### src/rtl/dram_fifo_pkg.sv
// Shared sizing and pointer/level types for the 32-deep distributed-RAM FIFO.
package dram_fifo_pkg;

    localparam int DEPTH  = 32;
    localparam int ADDR_W = 5;
    localparam int LVL_W  = 6;

    typedef logic [ADDR_W-1:0] addr_t;
    typedef logic [LVL_W-1:0]  lvl_t;

    localparam lvl_t LVL_FULL = lvl_t'(DEPTH);

endpackage

### src/rtl/dram_32xw.sv
// WIDTH parallel 32x1 dual-port RAMs: synchronous write at a, asynchronous read at dpra.
module dram_32xw
    import dram_fifo_pkg::*;
#(
    parameter int WIDTH = 8
) (
    input  logic             clk,
    input  logic             we,
    input  addr_t            a,
    input  addr_t            dpra,
    input  logic [WIDTH-1:0] d,
    output logic [WIDTH-1:0] dpo
);

    for (genvar b = 0; b < WIDTH; b++) begin : g_bit
        logic mem [DEPTH];

        // NOTE: RAM storage has no reset; FIFO emptiness is tracked by the controller's level.
        always_ff @(posedge clk) begin
            if (we) begin
                mem[a] <= d[b];
            end
        end

        assign dpo[b] = mem[dpra];
    end

endmodule

### src/rtl/dram_fifo32_ctrl.sv
// 32-deep first-word-fall-through FIFO: pointer, level and flag control around dram_32xw.
module dram_fifo32_ctrl
    import dram_fifo_pkg::*;
#(
    parameter int WIDTH     = 8,
    parameter int AFULL_THR = 28
) (
    input  logic             CLK,
    input  logic             RST,
    input  logic             S_VALID,
    output logic             S_READY,
    input  logic [WIDTH-1:0] S_DATA,
    output logic             M_VALID,
    input  logic             M_READY,
    output logic [WIDTH-1:0] M_DATA,
    output lvl_t             LEVEL,
    output logic             ALMOST_FULL
);

    addr_t wr_ptr;
    addr_t rd_ptr;
    lvl_t  level;
    logic  push;
    logic  pop;

    // Flags decode only registered level (plus reset), so there is no ready->ready or valid->valid path.
    assign S_READY     = !RST && (level != LVL_FULL);
    assign M_VALID     = !RST && (level != '0);
    assign ALMOST_FULL = (level >= lvl_t'(AFULL_THR));
    assign LEVEL       = level;

    assign push = S_VALID && S_READY;
    assign pop  = M_VALID && M_READY;

    // NOTE: sequential state uses non-blocking assignments so all registers update from pre-edge values.
    always_ff @(posedge CLK) begin
        if (RST) begin
            wr_ptr <= '0;
            rd_ptr <= '0;
            level  <= '0;
        end else begin
            if (push) wr_ptr <= wr_ptr + 1'b1;
            if (pop)  rd_ptr <= rd_ptr + 1'b1;
            case ({push, pop})
                2'b10:   level <= level + 1'b1;
                2'b01:   level <= level - 1'b1;
                default: level <= level;
            endcase
        end
    end

    dram_32xw #(
        .WIDTH(WIDTH)
    ) u_ram (
        .clk  (CLK),
        .we   (push),
        .a    (wr_ptr),
        .dpra (rd_ptr),
        .d    (S_DATA),
        .dpo  (M_DATA)
    );

endmodule

### config.mk
export PLATFORM = sky130hd
export DESIGN_NAME = dram_fifo32_ctrl
export DESIGN_NICKNAME = d
export VERILOG_FILES = /design/src/rtl/dram_fifo_pkg.sv /design/src/rtl/dram_32xw.sv /design/src/rtl/dram_fifo32_ctrl.sv
export SDC_FILE = /design/constraint.sdc
export NUM_CORES = 1
export LEC_CHECK = 0
export ABC_AREA = 1
export CORE_UTILIZATION = 30
export DETAILED_ROUTE_END_ITERATION = 7
export GPL_TIMING_DRIVEN = 1
export MAX_ROUTING_LAYER = met4
export PLACE_DENSITY_LB_ADDON = 0.3
export SYNTH_ARGS = -nofsm -noshare
export SYNTH_HDL_FRONTEND = slang
export SYNTH_SLANG_ARGS = --single-unit
### constraint.sdc
create_clock -name CLK -period 2.4 [get_ports CLK]
set_input_delay 0.36 -clock CLK [delete_from_list [all_inputs] [get_ports CLK]]
set_output_delay 0.36 -clock CLK [all_outputs]
set_load 0.02 [all_outputs]
==> summary.md <==
| Metric | Value |
|---|---|
| Status | `complete, but fails checks` |
| Failing checks | `setup timing` |
| Highest clock rate | `around 390 MHz` |
| Number of antenna diodes | `0` |
| Initial core utilization | `30.53%` |
| Worst Path Max Fanout | `6` |
| Area Overhead vs Synth | `30.19%` |
| Post-synthesis cell count | `roughly 1,000` |
| Final HPWL DP | `18,270 µm` |
| Power Dens Cells | `~860 nW/µm²` |
| Total wire length | `between 30,000 and 40,000 µm` |
| Synth cell types | `25` |
| Detailed-route wire length per cell | `between 15 and 20 µm` |
| Core area | `between 30,000 and 40,000 µm²` |
| Die ar. | `slightly below 40,000 µm²` |
| Final Hold Viols | `0` |
| Sequential cell area | `around 8100 µm²` |
| Routed wl met3 | `roughly 1700 µm` |
| Worst Skew | `approximately 0.012 ns` |
| Yosys reg bits | `~280` |
| First-pass GRT wire length | `approximately 46,000 µm` |
| Multi-input gate area | `roughly 3400 µm²` |
| Most instantiated library cell after synthesis | `nand2_1` |
| Hold buffers post-CTS | `0` |
| Post-synthesis average cell area | `between 10 and 15 µm²` |
| Final Max Tran Viols | `0` |
| Max VDD drop | `0.0004099 V` |
| Via Count | `8,098` |
| Post-synth EDFFs | `about 260` |
| Clk Latency, worst-skew pair | `approximately 0.55 ns` |
| Total gr overflow | `0` |
| Power, Total | `12.86 mW` |
| First-pass DRT Iterations | `7` |
| CP startpoint kind | `flip-flop` |
| TritonCTS Sinks | `277` |
| Vias per inst | `between 4 and 5` |
| CTS Buffer Depth | `3` |
| Yosys warnings | `0` |
| TritonCTS buffer count | `29` |
| Seq/Total Area, Yosys | `slightly above 70%` |
| Worst-margin pin slew | `~0.9 ns` |
| Final period utilization | `107.9%` |
| Starting DRT DRC Count | `between 600 and 700` |
| Height of the die | `between 150 and 200 µm` |
| Relative slew slack | `a little over two fifths` |
| Mapped Area | `between 10,000 and 15,000 µm²` |
| Critical path type | `flip-flop to output pin` |
| Routed Antenna Nets | `0` |
| TritonCTS clock tree | `yes` |
| Min Tclk post-route | `roughly 2.6 ns` |
| Top Layer Used | `met4` |
| Wire length on met1 | `roughly 14,000 µm` |
| Ys flop type | `edfxtp_1` |
| Vias in the first global route | `~8,000` |
| Largest net degree at the start of global routing | `33` |
| Final nets | `approximately 1,200` |
| H-tree depth | `1` |
| CTS Root Buffer Type | `clkbuf_16` |
| Final number of setup-violating endpoints | `8` |
| Met2 wire len | `approximately 15,000 µm` |
| Setup crit end kind | `output pin` |
| Filler cells | `about 3,600` |
| Initial antenna violation count | `0` |
| Fin area | `15,000 µm²` |
| Synth top area cells | `edfxtp_1 (67%), nand2_1 (11%), nand3_1 (7.5%)` |
| Synth top cells by count | `nand2_1 (346), edfxtp_1 (256), nand3_1 (173), a21oi_1 (57), nor2_1 (54)` |
| Leak pwr | `~5.5 nW` |
| I/O pins | `29` |
| Fraction of layout cells with a size suffix above 1 | `23.81%` |
| Setup TNS | `-1.133 ns` |
| Top cell type's share of synthesized area | `66.70%` |
| Async set or reset register ratio after synthesis | `0%` |
| Req. time, crit path | `~2 ns` |
| Chip Width | `~200 µm` |
| Syn nets | `about 1,100` |
| RSZ-0062 raised after global routing | `true` |
| Final WS setup | `-0.1901 ns` |
| CP arrival | `2.23 ns` |
| Row cnt | `71` |
| Max-capacitance violation count | `0` |
| Clock transition at path regs | `roughly 0.060 ns` |
| Post-DP Area | `13,090 µm²` |
| Worst hold path class | `flip-flop to flip-flop` |
| Total track usage | `between 15 and 20%` |
| Area leader, netlist | `edfxtp_1` |
| Drt drc | `0` |
| GPL Wtd Cong | `between 0.8 and 0.9` |
| PortBufs | `28` |
-- registers in the layout (all words and copies together) (netlist names), named ones only --
| register | flops |
|---|---|
| rd_ptr | 5 |
| LEVEL | 6 |
| wr_ptr | 5 |
| u_ram.g_bit.mem | 256 |
-- final cells by class --
| cell class | count | area share (%) |
|---|---|---|
| flip-flops and latches | 277 | 54.14 |
| multi-input cells | 673 | 22.59 |
| repair buffers | 151 | 11.32 |
| clock buffers | 37 | 5.529 |
| well taps | 511 | 4.261 |
| clock inverters | 17 | 1.117 |
| inverters | 38 | 1.051 |
-- power by group --
part	internal, mW	total, mW	switching, mW
registers	5.34	5.42	0.0803
clock network	2.77	4.64	1.87
logic	1.23	2.80	1.56
total	9.34	12.9	3.52
-- path summary, 6_finish.rpt --
path / to / slack [ns] / cells after the start / from
worst min-delay path: rd_ptr[4] / 0.50 / 2 / rd_ptr[4]
worst max register to register: u_ram.g_bit[5].mem[5] / 0.15 / 8 / LEVEL[4]
worst min register to register: rd_ptr[4] / 0.50 / 2 / rd_ptr[4]
worst max-delay path: M_DATA[1] / -0.19 / 12 / flip-flop
-- worst max-delay path: stages (launching register included) --
cell       delay (ns)
dfxtp_4          0.43
clkinv_8         0.10
buf_8            0.15
clkbuf_16        0.16
nand2_1          0.08
nand3_2          0.08
nand3_2          0.09
nand2_2          0.06
nand2_1          0.07
nand2_1          0.05
nor2_1           0.16
a21oi_2          0.07
buf_4            0.17
-- stage by stage --
step / setup WS (ns) / utilization, % / hold WS [ns] / std cells
3_5_place_dp: -0.2469 / 34.67 / 0.4991 / 1628
5_1_grt: -0.2748 / 39.74 / 0.5303 / 1704
3_3_place_gp: -0.1801 / 34.67 / 0.4890 / 1628
6_report: -0.1901 / 39.74 / 0.5036 / 1704
2_1_floorplan: 0.01096 / - / 0.4589 / 1043
4_1_cts: -0.1573 / 38.60 / 0.5104 / 1695
-- cell usage in the layout (no fill, tap or decap), drive strengths merged, types with 6 or more instances in the layout --
cell and instances:
nand2 346, edfxtp 256, nand3 173, buf 126
a21oi 57, nor2 54, clkbuf 42, inv 39
dfxtp 21, clkdlybuf4s50 20, clkinv 11, o31ai 9
o21ai 8, ha 8, nor3 6
-- routing by layer --
layer | track usage (%) | up-vias
met4 | 3.187 | 0
met5 | - | -
met1 | 22.25 | 3939
met2 | 25.61 | 235
met3 | 2.248 | 43
li1 | - | 3881
-- kinds of logic (layout without fill, tap and decap cells) --
group	count (synthesis)	after routing	share of synthesized area (%)
AO/OA/AOI/OAI	76	76	3.539
XOR/XNOR	6	6	0.4561
adder cells (fa/ha/maj)	8	8	0.8686
buffers and inverters	93	243	3.756
flip-flops	277	277	70.35
AND/OR/NAND/NOR	583	583	21.03
-- repair_timing --
action / 4_1_cts / 5_1_grt
hold endpoints to repair: 0 / 0
cloned: 7 / 5
gates resized for setup: 108 / 75
setup buffers: 6 / 5
setup endpoints to repair: 8 / 75
pin swaps: 21 / 23
No activity file was read; power rests on OpenSTA's default activity.
